**config.mk**
```make
export PLATFORM = sky130hd
export DESIGN_NAME = flit_tx_queue_flat
export DESIGN_NICKNAME = d
export VERILOG_FILES = /design/src/rtl/flit_tx_queue_if.sv /design/src/rtl/flit_tx_queue.sv /design/src/flat_wrapper.sv
export SDC_FILE = /design/constraint.sdc
export NUM_CORES = 1
export LEC_CHECK = 0
export CORE_MARGIN = 8
export CORE_UTILIZATION = 60
export DETAILED_ROUTE_END_ITERATION = 8
export PLACE_DENSITY = 0.92
export SLEW_MARGIN = 25
export SYNTH_ARGS = -nofsm -noshare
export SYNTH_HDL_FRONTEND = slang
export SYNTH_SLANG_ARGS = --single-unit
```
**constraint.sdc**
```tcl
create_clock -name nocclk -period 16.2 [get_ports nocclk]
set_clock_uncertainty 0.15 [all_clocks]
set_input_delay 2.43 -clock nocclk [delete_from_list [all_inputs] [get_ports nocclk]]
set_output_delay 2.43 -clock nocclk [all_outputs]
set_load 0.005 [all_outputs]
```
**src/rtl/flit_tx_queue_if.sv**
```systemverilog
// Flit link bundle for flit_tx_queue.
// slave  : the queue side (accepts upstream flits, drives link and status).
// master : the environment side (upstream source, link neighbour, control).
// Signals: in_flit_valid/in_flit_ready/in_flit/in_is_from_cpu (upstream handshake),
//          out_flit_valid/out_flit/out_is_from_cpu (link), credit_return (link credits),
//          flush (control), credit_count/fifo_count/credit_overflow (status).
interface flit_tx_queue_if #(
   parameter int unsigned FLIT_W      = 64,
   parameter int unsigned DEPTH       = 4,
   parameter int unsigned MAX_CREDITS = 4
) ();
   localparam int unsigned CW = $clog2(MAX_CREDITS + 1);
   localparam int unsigned FW = $clog2(DEPTH + 1);

   logic              in_flit_valid;
   logic              in_flit_ready;
   logic [FLIT_W-1:0] in_flit;
   logic              in_is_from_cpu;
   logic              flush;
   logic              out_flit_valid;
   logic [FLIT_W-1:0] out_flit;
   logic              out_is_from_cpu;
   logic              credit_return;
   logic [CW-1:0]     credit_count;
   logic [FW-1:0]     fifo_count;
   logic              credit_overflow;

   modport slave (
      input  in_flit_valid, in_flit, in_is_from_cpu, flush, credit_return,
      output in_flit_ready, out_flit_valid, out_flit, out_is_from_cpu,
             credit_count, fifo_count, credit_overflow
   );

   modport master (
      output in_flit_valid, in_flit, in_is_from_cpu, flush, credit_return,
      input  in_flit_ready, out_flit_valid, out_flit, out_is_from_cpu,
             credit_count, fifo_count, credit_overflow
   );
endinterface

```
**src/rtl/flit_tx_queue.sv**
```systemverilog
// flit_tx_queue: small FIFO between the packet transfer buffer and the NoC link,
// releasing one flit per link credit so link back-pressure never stalls the producer.
// Ports:
//   nocclk : clock, all state on rising edge
//   rst    : asynchronous active-high reset
//   bus    : flit_tx_queue_if.slave (upstream handshake, link output, credits, flush, status)
// in_flit_ready is combinational (fifo not full and no flush); all other outputs are registered.
module flit_tx_queue #(
   parameter int unsigned FLIT_W       = 64,
   parameter int unsigned DEPTH        = 4,
   parameter int unsigned MAX_CREDITS  = 4,
   parameter int unsigned INIT_CREDITS = 4
) (
   input  logic           nocclk,
   input  logic           rst,
   flit_tx_queue_if.slave bus
);
   localparam int unsigned CW = $clog2(MAX_CREDITS + 1);
   localparam int unsigned FW = $clog2(DEPTH + 1);
   localparam int unsigned PW = $clog2(DEPTH);
   localparam int unsigned EW = FLIT_W + 1;

   logic [EW-1:0]     mem_q [DEPTH];
   logic [EW-1:0]     mem_d [DEPTH];
   logic [PW-1:0]     wr_ptr_q, wr_ptr_d;
   logic [PW-1:0]     rd_ptr_q, rd_ptr_d;
   logic [FW-1:0]     fifo_count_q, fifo_count_d;
   logic [CW-1:0]     credit_count_q, credit_count_d;
   logic              credit_overflow_q, credit_overflow_d;
   logic              out_valid_q, out_valid_d;
   logic [FLIT_W-1:0] out_flit_q, out_flit_d;
   logic              out_tag_q, out_tag_d;
   logic              in_ready_c;
   logic              push_c;
   logic              pop_c;

   // Next-state logic for storage, pointers, counters and the link output register.
   always_comb begin
      mem_d             = mem_q;
      wr_ptr_d          = wr_ptr_q;
      rd_ptr_d          = rd_ptr_q;
      fifo_count_d      = fifo_count_q;
      credit_count_d    = credit_count_q;
      credit_overflow_d = credit_overflow_q;
      out_valid_d       = 1'b0;
      out_flit_d        = out_flit_q;
      out_tag_d         = out_tag_q;

      // Full blocks the push even when a pop frees a slot this cycle (no pass-through).
      in_ready_c = (fifo_count_q != FW'(DEPTH)) && !bus.flush;
      push_c     = bus.in_flit_valid && in_ready_c;
      pop_c      = (fifo_count_q != '0) && (credit_count_q != '0) && !bus.flush;

      if (push_c) begin
         mem_d[wr_ptr_q] = {bus.in_is_from_cpu, bus.in_flit};
         wr_ptr_d        = wr_ptr_q + PW'(1);
      end

      if (pop_c) begin
         rd_ptr_d                = rd_ptr_q + PW'(1);
         out_valid_d             = 1'b1;
         {out_tag_d, out_flit_d} = mem_q[rd_ptr_q];
      end

      case ({push_c, pop_c})
         2'b10:   fifo_count_d = fifo_count_q + FW'(1);
         2'b01:   fifo_count_d = fifo_count_q - FW'(1);
         default: fifo_count_d = fifo_count_q;
      endcase

      // Flush drops queued entries only; credits and the overflow flag are link state.
      if (bus.flush) begin
         wr_ptr_d     = '0;
         rd_ptr_d     = '0;
         fifo_count_d = '0;
      end

      // A returned credit at the ceiling is lost and flagged.
      if (bus.credit_return && !pop_c) begin
         if (credit_count_q == CW'(MAX_CREDITS)) begin
            credit_overflow_d = 1'b1;
         end else begin
            credit_count_d = credit_count_q + CW'(1);
         end
      end else if (pop_c && !bus.credit_return) begin
         credit_count_d = credit_count_q - CW'(1);
      end
   end

   // State registers.
   always_ff @(posedge nocclk or posedge rst) begin
      if (rst) begin
         mem_q             <= '{default: '0};
         wr_ptr_q          <= '0;
         rd_ptr_q          <= '0;
         fifo_count_q      <= '0;
         credit_count_q    <= CW'(INIT_CREDITS);
         credit_overflow_q <= 1'b0;
         out_valid_q       <= 1'b0;
         out_flit_q        <= '0;
         out_tag_q         <= 1'b0;
      end else begin
         mem_q             <= mem_d;
         wr_ptr_q          <= wr_ptr_d;
         rd_ptr_q          <= rd_ptr_d;
         fifo_count_q      <= fifo_count_d;
         credit_count_q    <= credit_count_d;
         credit_overflow_q <= credit_overflow_d;
         out_valid_q       <= out_valid_d;
         out_flit_q        <= out_flit_d;
         out_tag_q         <= out_tag_d;
      end
   end

   assign bus.in_flit_ready   = in_ready_c;
   assign bus.out_flit_valid  = out_valid_q;
   assign bus.out_flit        = out_flit_q;
   assign bus.out_is_from_cpu = out_tag_q;
   assign bus.credit_count    = credit_count_q;
   assign bus.fifo_count      = fifo_count_q;
   assign bus.credit_overflow = credit_overflow_q;
endmodule

```
**src/flat_wrapper.sv**
```systemverilog
// flat-port wrapper written by rule: the top's interface ports become plain ports
module flit_tx_queue_flat 
#(
   parameter int unsigned FLIT_W       = 64,
   parameter int unsigned DEPTH        = 4,
   parameter int unsigned MAX_CREDITS  = 4,
   parameter int unsigned INIT_CREDITS = 4
)
  (nocclk, rst, bus_in_flit_valid, bus_in_flit, bus_in_is_from_cpu, bus_flush, bus_credit_return, bus_in_flit_ready, bus_out_flit_valid, bus_out_flit, bus_out_is_from_cpu, bus_credit_count, bus_fifo_count, bus_credit_overflow);
  flit_tx_queue_if #(.FLIT_W(FLIT_W), .DEPTH(DEPTH), .MAX_CREDITS(MAX_CREDITS)) bus_i ();
  input  logic nocclk;
  input  logic rst;
  input wire logic [$bits(bus_i.in_flit_valid)-1:0] bus_in_flit_valid;
  input wire logic [$bits(bus_i.in_flit)-1:0] bus_in_flit;
  input wire logic [$bits(bus_i.in_is_from_cpu)-1:0] bus_in_is_from_cpu;
  input wire logic [$bits(bus_i.flush)-1:0] bus_flush;
  input wire logic [$bits(bus_i.credit_return)-1:0] bus_credit_return;
  output wire logic [$bits(bus_i.in_flit_ready)-1:0] bus_in_flit_ready;
  output wire logic [$bits(bus_i.out_flit_valid)-1:0] bus_out_flit_valid;
  output wire logic [$bits(bus_i.out_flit)-1:0] bus_out_flit;
  output wire logic [$bits(bus_i.out_is_from_cpu)-1:0] bus_out_is_from_cpu;
  output wire logic [$bits(bus_i.credit_count)-1:0] bus_credit_count;
  output wire logic [$bits(bus_i.fifo_count)-1:0] bus_fifo_count;
  output wire logic [$bits(bus_i.credit_overflow)-1:0] bus_credit_overflow;
  assign bus_i.in_flit_valid = bus_in_flit_valid;
  assign bus_i.in_flit = bus_in_flit;
  assign bus_i.in_is_from_cpu = bus_in_is_from_cpu;
  assign bus_i.flush = bus_flush;
  assign bus_i.credit_return = bus_credit_return;
  assign bus_in_flit_ready = bus_i.in_flit_ready;
  assign bus_out_flit_valid = bus_i.out_flit_valid;
  assign bus_out_flit = bus_i.out_flit;
  assign bus_out_is_from_cpu = bus_i.out_is_from_cpu;
  assign bus_credit_count = bus_i.credit_count;
  assign bus_fifo_count = bus_i.fifo_count;
  assign bus_credit_overflow = bus_i.credit_overflow;
  flit_tx_queue #(.FLIT_W(FLIT_W), .DEPTH(DEPTH), .MAX_CREDITS(MAX_CREDITS), .INIT_CREDITS(INIT_CREDITS)) u_core (.nocclk(nocclk), .rst(rst), .bus(bus_i));
endmodule
```
Word level (Yosys, flattened, before mapping)
Index checks and enable logic that the tools add are counted.

storage, ports and cells
  bits of input ports = 70
  word-level logic and storage cells = 62
  output and inout bits = 74
  register bits = 337

cells by class
  $lt $le $gt $ge = 3
  multiplexer cells = 16
  bitwise operators = 2
  add/subtract/negate cells = 6
  reductions and logical operators = 18
  eq/ne operators = 5

operator list
  kind                   count
  $bwmux W260            1
  $mux W65               3
  $bmux W65 S2           1
  $demux W65 S2          1
  $mux W3                4
  $reduce_bool A3 Y1     3
  $mux W2                4
  $logic_and A1 B1 Y1    7
  $add A3 B1 Y3 const B  2
  $ge A3 B3 Y1 const B   2
  $not A2 Y3             2
  $pmux W3 S2            1
  $reduce_bool A2 Y1     3
  $sub A3 B1 Y3 const B  2
  $add A2 B1 Y2 const B  2
  $reduce_and A2 Y1      2
  $eq A3 B3 Y1 const B   1
  $logic_not A1 Y1       3
  $lt A3 B1 Y1 const B   1
  $ne A3 B3 Y1 const B   1
  $eq A2 B1 Y1 const B   1
  $eq A2 B2 Y1 const B   1
  $ne A2 B2 Y1 const B   1
  $mux W1                1

Logic depth before layout (Yosys ltp)
Gate-level depths: netlist of the first run.

  depth after elaboration = 7
  gate-level depth with buffers = 11
  depth with buffers taken out = 8

Worst setup path after synthesis of the first run
No wires, ideal clock.

  path type = input-to-output
  start point = input bus_flush
  end point = output bus_in_flit_ready
  data required time = 13.620 ns
  buffers on the path = 2
  path slack = 10.718 ns
  data arrival time = 2.902 ns
  cell stages on the path = 3
  cells stage by stage = buf_2 > clkbuf_1 > a21oi_1

on the way
  longest elaborated chain between the ends = 2

RTL lines
  element              line                 source
  from (decl)          flat_wrapper.sv:16   input wire logic [$bits(bus_i.flush)-1:0] bus_flush;
  $logic_not A1 Y1     flit_tx_queue.sv:50  in_ready_c = (fifo_count_q != FW'(DEPTH)) && !bus.flush;
  $logic_and A1 B1 Y1  flit_tx_queue.sv:50
  to (decl)            flat_wrapper.sv:18   output wire logic [$bits(bus_i.in_flit_ready)-1:0] bus_in_flit_ready;

No other way between the ends.

Worst setup path after layout of the first run
Ends and elaborated chain as after synthesis.

==> results of run 1 <==
[layer usage]
layer	vias to the layer above	wire length [um]	part of all wire, %
met3	43	1550	4.7
met4	0	643	2.0
met5	-	0	0
met2	205	16100	49
li1	3730	-	-
met1	4553	14300	44
[critical path: cells and delay by family]
| kind | cells | cell delay (ps) |
|---|---|---|
| buffers and inverters | 2 | 1220 |
| AOI/OAI and AO/OA | 1 | 240 |
[sequential cells by signal, indices dropped and copies added (netlist names)]
name,cells
u_core.wr_ptr_q,2
u_core.bus.out_is_from_cpu,1
u_core.bus.credit_count,3
u_core.bus.fifo_count,3
u_core.bus.credit_overflow,1
u_core.rd_ptr_q,2
u_core.bus.out_flit_valid,1
u_core.mem_q,260
u_core.bus.out_flit,64
[cells by family after synthesis]
family | after synthesis
adders and majority gates | 6
AOI/OAI and AO/OA | 14
buffers and inverters | 66
muxes | 329
DFF | 337
and+or+nand+nor | 231
xor gates and xnor gates | 6
[stage by stage]
stage	hold WS [ps]	cell area [um^2]	cells	power [mW]	utilization, %
floorplan	309	15300	989	2.42	-
global placement	306	16800	1409	2.74	66.9
detailed placement	312	16800	1409	2.82	66.9
CTS	327	17900	1472	3.62	71.3
global route	347	18000	1476	3.80	71.5
finish	322	18000	1476	3.61	71.5
[power by group through the flow]
stage,Clock [mW],Combinational (mW),Sequential (mW)
after floorplan,0,0.994,1.43
after global placement,0,1.24,1.50
after detailed placement,0,1.29,1.53
after CTS,0.784,1.31,1.53
after global routing,0.821,1.40,1.58
final,0.774,1.30,1.54
[layout make-up]
class,instances,area (um^2)
Sequential cell,337,8440
Clock inverter,10,61.3
Antenna cell,2,5.00
Tap cell,330,413
Fill cell,1566,7150
Multi-Input combinational cell,586,6400
Timing Repair Buffer,153,1560
Inverter,5,31.3
Clock buffer,53,1050
[placed cells by master (no fill, tap or decap), types with 2 or more instances in the layout]
master             n
fa_1               2
diode_2            2
mux2i_1            2
o21a_1             2
buf_4              7
clkbuf_1          10
mux2_2            61
mux4_2            65
xor2_1             2
dfrtp_4            2
nand2_1          199
clkinv_2           7
inv_1              3
nand2_4            4
o21ai_0            2
inv_6              3
clkdlybuf4s50_1  143
buf_16             2
clkbuf_8           6
ha_1               4
clkbuf_16         37
dfrtp_1          334
mux2_4           200
nor2_1            13
xnor2_1            4
a21oi_1            2
nand3_1            2
nand2b_1           4
[path summary, 6_finish.rpt]
| check | end | slack (ps) | depth (start not counted) |
|---|---|---|---|
| setup / recovery | bus_in_flit_ready | 9730 | 3 |
| hold / removal | u_core.bus.out_flit[37] | 320 | 2 |
| setup reg to reg | u_core.bus.credit_count[1] | 12510 | 6 |
| hold reg to reg | u_core.bus.out_flit[37] | 320 | 2 |
| max in group asynchronous | u_core.mem_q[145] | 12400 | 4 |
| min in group asynchronous | u_core.bus.out_flit[43] | 2160 | 2 |
==> results.tsv, run 1 <==
metric	value	unit
IO Pins	144	
Crit-path slowest cell	clkdlybuf4s50_1	
initial antenna violation count	2	
most common cell in the netlist	dfrtp_1	
RSZ-0062 raised after global routing	false	
Post-synth top cells	336 x dfrtp_1, 200 x mux2_4, 199 x nand2_1	
Max-Slew Margin vs Limit	41.3	%
met1 Track Usage GR	28.8	%
GPL Wtd Cong	0.717	
HP Start	u_core.bus.out_flit[37]	
highest clock rate	155	MHz
Worst EP required	13620	ps
Worst-Margin Slew	881	ps
status	complete, no violations	
multiplexer area fraction after synthesis	33.9	%
Post-synth EDFFs	0	
Netlist cell types	43	
R2R Path Start	u_core.bus.fifo_count[0]	
Slew Viols, Final	0	
Async S/R FF share, synth	100	%
synthesis-stage register bit count	337	
GRT busiest layer	met2	
Clock Latency Late Sink	520	ps
vias after detailed routing	8531	
Critical Path Start	bus_flush	
Max IR drop VDD	0.103	mV
number of global-route vias before repair	9576	
Die Y	176	um
Top FF cell, synth	dfrtp_1	
# DRC	0	
Fin Setup TNS	0	ps
sw power	1.07	mW
Port Buffers	143	
num rows	58	
Setup WS post-layout	9730	ps
CTS Hold Bufs	0	
post-cts gate resize count	0	
clock share of power	21.5	%
max cap viols	0	
sequential share of power	42.6	%
Final setup viols	0	
Sw Share	29.6	%
Synth Area in Compound Gates	0.718	%
Core Box Area	25100	um^2
Synth area leaders	dfrtp_1 55%, mux2_4 20%, mux4_2 9.5%, nand2_1 4.9%, mux2_2 4.5%	
Clock Path Buffers	3	
CP max FO	17	
syn_nets	1065	
Pleak	8.70	nW
effective utilization at floorplan	61.1	%
Layout area overhead	17.1	%
Synth Area in XOR/XNOR	0.343	%
DR WL/cell	22.1	um
DIE AREA	30900	um^2
nets	1195	
met3 Track Usage GR	4.92	%
cell taking the most area after synthesis	dfrtp_1	
DP HPWL	19200	um
post-synthesis adder-cell area fraction	0.587	%
clock sinks	337	
Die Wd	176	um
critical path, cell by cell	clkdlybuf4s50_1, a21oi_1, clkdlybuf4s50_1	
CP startpoint kind	input port	
HP Class	reg -> reg	
Worst Path Arrival	3890	ps
largest family of logic cells by synthesized area	multiplexers	
CTS tree	yes	
top cell type's share of synthesized area	54.8	%
Mapped Cells	989	
syn_area_per_cell	15.5	um^2
Power Density	201	nW/um^2
H-tree Lvls	2	
Simple-Gate Fraction of Synth Area	6.03	%
Setup Buffers After CTS	0	
clock slew at reported path FFs	60	ps
slowest stage delay, CP	690	ps
Final period util	39.9	%
layout cells sized above 1	35.2	%
cts bufs inserted	36	
drt pass-1 iters	4	
Synth warnings	0	
CP endpoint kind	primary output	
first-pass GRT wire length	53100	um
Tmin final	6470	ps
most frequent CP cell	clkdlybuf4s50_1	
largest net degree at the start of global routing	204	
DP Worst Slack	9760	ps
Int Pwr	2.54	mW
GR Overflow Total	0	
Gate power share	36.0	%
Worst Setup Path Type	in -> out	
Clock Tree Root	clkbuf_16	
routed wire length	32600	um
iteration-0 DRC count of the detailed router	580	
Final ANT Viol Nets	0	
Fin. Hold Viols	0	
sequential share of the synthesized area	55.0	%
gr usage total	21.4	%
vias per cell	5.78	
Post-Syn Area	15300	um^2
GRT met2 Usage	34.4	%
No activity file was read; power rests on OpenSTA's default activity.
==> run 2, diff against run 1 <==
--- a/config.mk
+++ b/config.mk
@@ -6,9 +6,9 @@
 export NUM_CORES = 1
 export LEC_CHECK = 0
 export CORE_MARGIN = 8
-export CORE_UTILIZATION = 60
+export CORE_UTILIZATION = 52
 export DETAILED_ROUTE_END_ITERATION = 8
-export PLACE_DENSITY = 0.92
+export PLACE_DENSITY = 0.85
 export SLEW_MARGIN = 25
 export SYNTH_ARGS = -nofsm -noshare
 export SYNTH_HDL_FRONTEND = slang
==> constraint.sdc (replaced) <==
create_clock -name nocclk -period 5.2 [get_ports nocclk]
set_clock_uncertainty 0.15 [all_clocks]
set_input_delay 0.78 -clock nocclk [delete_from_list [all_inputs] [get_ports nocclk]]
set_output_delay 0.78 -clock nocclk [all_outputs]
set_load 0.005 [all_outputs]
==> run 2 against run 1 <==
Effect of this change:
- power rose to 3.1 times the previous value
- clock power rose to 3.3 times the previous value
- count of clock-buffer cells in the layout rose by 1
- highest routed layer is now met5
==> results.tsv, run 2 (synthesis gave the netlist of run 1 again) <==
metric	value	unit	change
num rows	63		+8.6%
reg-to-reg endpoint	u_core.bus.fifo_count[2]		
RSZ-0062 raised after global routing	false		
CTS tree	yes		
Fin Setup TNS	0	ps	unchanged
Area after DPL	16900	um^2	+0.95%
highest clock rate	323	MHz	
cts bufs inserted	36		unchanged
max cap viols	0		unchanged
clock share of power	22.4	%	+0.9 points
WHS	320	ps	-1.10 ps
worst reg-to-reg setup slack	2280	ps	-10230 ps
Crit-path slowest cell	clkdlybuf4s50_1		
WL met1	14100	um	-1.5%
commonest non-fill, non-tap cell in the layout	dfrtp_1		
Slew Viols, Final	0		unchanged
GR Overflow Total	0		unchanged
CP startpoint kind	input port		
Setup Buffers After CTS	0		unchanged
critical path, cell by cell	clkdlybuf4s50_1, buf_4, a21oi_1, clkdlybuf4s50_1		
Met2 Wirelength	15800	um	-1.9%
vias after detailed routing	8472		-0.69%
Fin. Hold Viols	0		unchanged
most frequent cells in the layout	334 x dfrtp_1, 200 x mux2_4, 199 x nand2_1		
CTS Hold Bufs	0		unchanged
iteration-0 DRC count of the detailed router	695		+20%
first-pass GRT wire length	53100	um	+0.12%
Clock Path Buffers	3		unchanged
delay-heaviest family, CP	buffers and inverters		
nets	1198		+0.25%
DP Worst Slack	1610	ps	-8140 ps
drt pass-1 iters	4		unchanged
Clock Latency Late Sink	500	ps	-20 ps
Worst Path Arrival	2160	ps	-1730 ps
Sw Share	28.6	%	-1.0 points
Worst Reg-to-Reg Cells	7		+1
sequential share of power	42.7	%	about the same
WHS Path Cells	2		unchanged
Setup WS post-layout	2110	ps	-7620 ps
sw power	3.23	mW	+200%
number of global-route vias before repair	9457		-1.2%
HP Class	reg -> reg		
Max-Slew Margin vs Limit	32.8	%	-8.4 points
Final Util	61.8	%	-9.7 points
Worst-Margin Slew	1010	ps	+127 ps
metal3 WL	1410	um	-9.1%
Die Y	188	um	+6.7%
layout cells sized above 1	35.5	%	+0.32 points
routed wire length	32200	um	-1.3%
Core Box Area	29300	um^2	+17%
DIE AREA	35200	um^2	+14%
HP Start	u_core.bus.out_flit[23]		
Die Wd	188	um	+6.7%
fillers	2126		+36%
CP max FO	17		unchanged
Gate power share	34.9	%	-1.1 points
H-tree Lvls	2		unchanged
clock slew at reported path FFs	60	ps	about the same
Clock Tree Root	clkbuf_16		
Pleak	8.75	nW	+0.56%
IO Pins	144		unchanged
cell area after layout	18100	um^2	+0.95%
Top reg by flops	u_core.mem_q		
Final setup viols	0		unchanged
Int Pwr	8.06	mW	+220%
status	complete, no violations		
Power Density	622	nW/um^2	+210%
effective utilization at floorplan	52.3	%	-8.8 points
max FFs per register	260		unchanged
Top Layer Used	met5		
Max IR drop VDD	0.305	mV	+200%
clock sinks	337		unchanged
Tmin final	3090	ps	
Final period util	59.5	%	
DP Cell Count	1474		+4.6%
CP endpoint kind	primary output		
Layout area overhead	18.2	%	
Final ANT Viol Nets	0		unchanged
worst path bufs/invs	3		+1
Worst EP required	4270	ps	-9350 ps
post-cts gate resize count	0		unchanged
DR WL/cell	21.0	um	-5.3%
R2R Path Start	u_core.bus.fifo_count[0]		
total power	11.3	mW	+210%
GPL Wtd Cong	0.749		+4.5%
worst hold path endpoint	u_core.bus.out_flit[23]		
Worst Setup Path Type	in -> out		
largest net degree at the start of global routing	155		-24%
slowest stage delay, CP	610	ps	-80 ps
# DRC	0		unchanged
vias per cell	5.51		-4.6%
gr usage total	18.5	%	-2.9 points
most frequent CP cell	clkdlybuf4s50_1		
initial antenna violation count	3		+1
Final Instance Count excl. Fillers	1537		+4.1%
DP HPWL	19500	um	+1.6%
Port Buffers	143		unchanged
## run 2: cell types whose count changed in the layout (fill, tap and decap cells not counted)
cell / previous run / this run
clkinvlp_4: 0 / 1
bufinv_16: 0 / 2
inv_6: 3 / 0
clkbuf_8: 6 / 10
buf_4: 7 / 8
clkinv_2: 7 / 5
buf_12: 1 / 5
buf_16: 2 / 0
inv_8: 1 / 0
clkbuf_1: 10 / 7
## run 2: final cells by class
class                           count  area, um^2  area share, %
Antenna cell                        2        5.00         0.0276
Clock buffer                       54        1090           6.01
Clock inverter                      7        85.1          0.469
Inverter                            5        27.5          0.152
Multi-Input combinational cell    586        6400           35.3
Sequential cell                   337        8440           46.6
Tap cell                          390         488           2.69
Timing Repair Buffer              156        1590           8.78
## run 2: power groups by stage
| stage | registers [mW] | clock network (mW) | logic [mW] |
|---|---|---|---|
| 5_1_grt | 4.98 | 2.69 | 4.29 |
| 3_5_place_dp | 4.82 | 0 | 3.96 |
| 4_1_cts | 4.81 | 2.58 | 4.00 |
| 6_report | 4.82 | 2.52 | 3.94 |
| 2_1_floorplan | 4.45 | 0 | 3.10 |
| 3_3_place_gp | 4.75 | 0 | 3.83 |
## run 2: tightest hold or removal path: cells and delay by family, from the launching register on
family	cells	cell delay [ps]
simple gates	2	100
flops	1	340
## run 2: worst max path at each step
stage,slack (ps),cells past startpoint,endpoint,start
6_report,2110,4,bus_in_flit_ready,bus_flush
5_1_grt,2050,7,u_core.mem_q[214],bus_flush
4_1_cts,2140,4,bus_in_flit_ready,bus_flush
3_5_place_dp,1610,7,u_core.mem_q[215],bus_flush
3_3_place_gp,1640,7,u_core.mem_q[215],bus_flush
2_1_floorplan,-230,1,u_core.bus.credit_count[0],rst
## run 2: routing by layer
metal	vias to the layer above	track usage, %
met5	-	0
met4	2	6.03
met3	57	3.92
met2	168	30.4
met1	4506	24.5
li1	3739	-
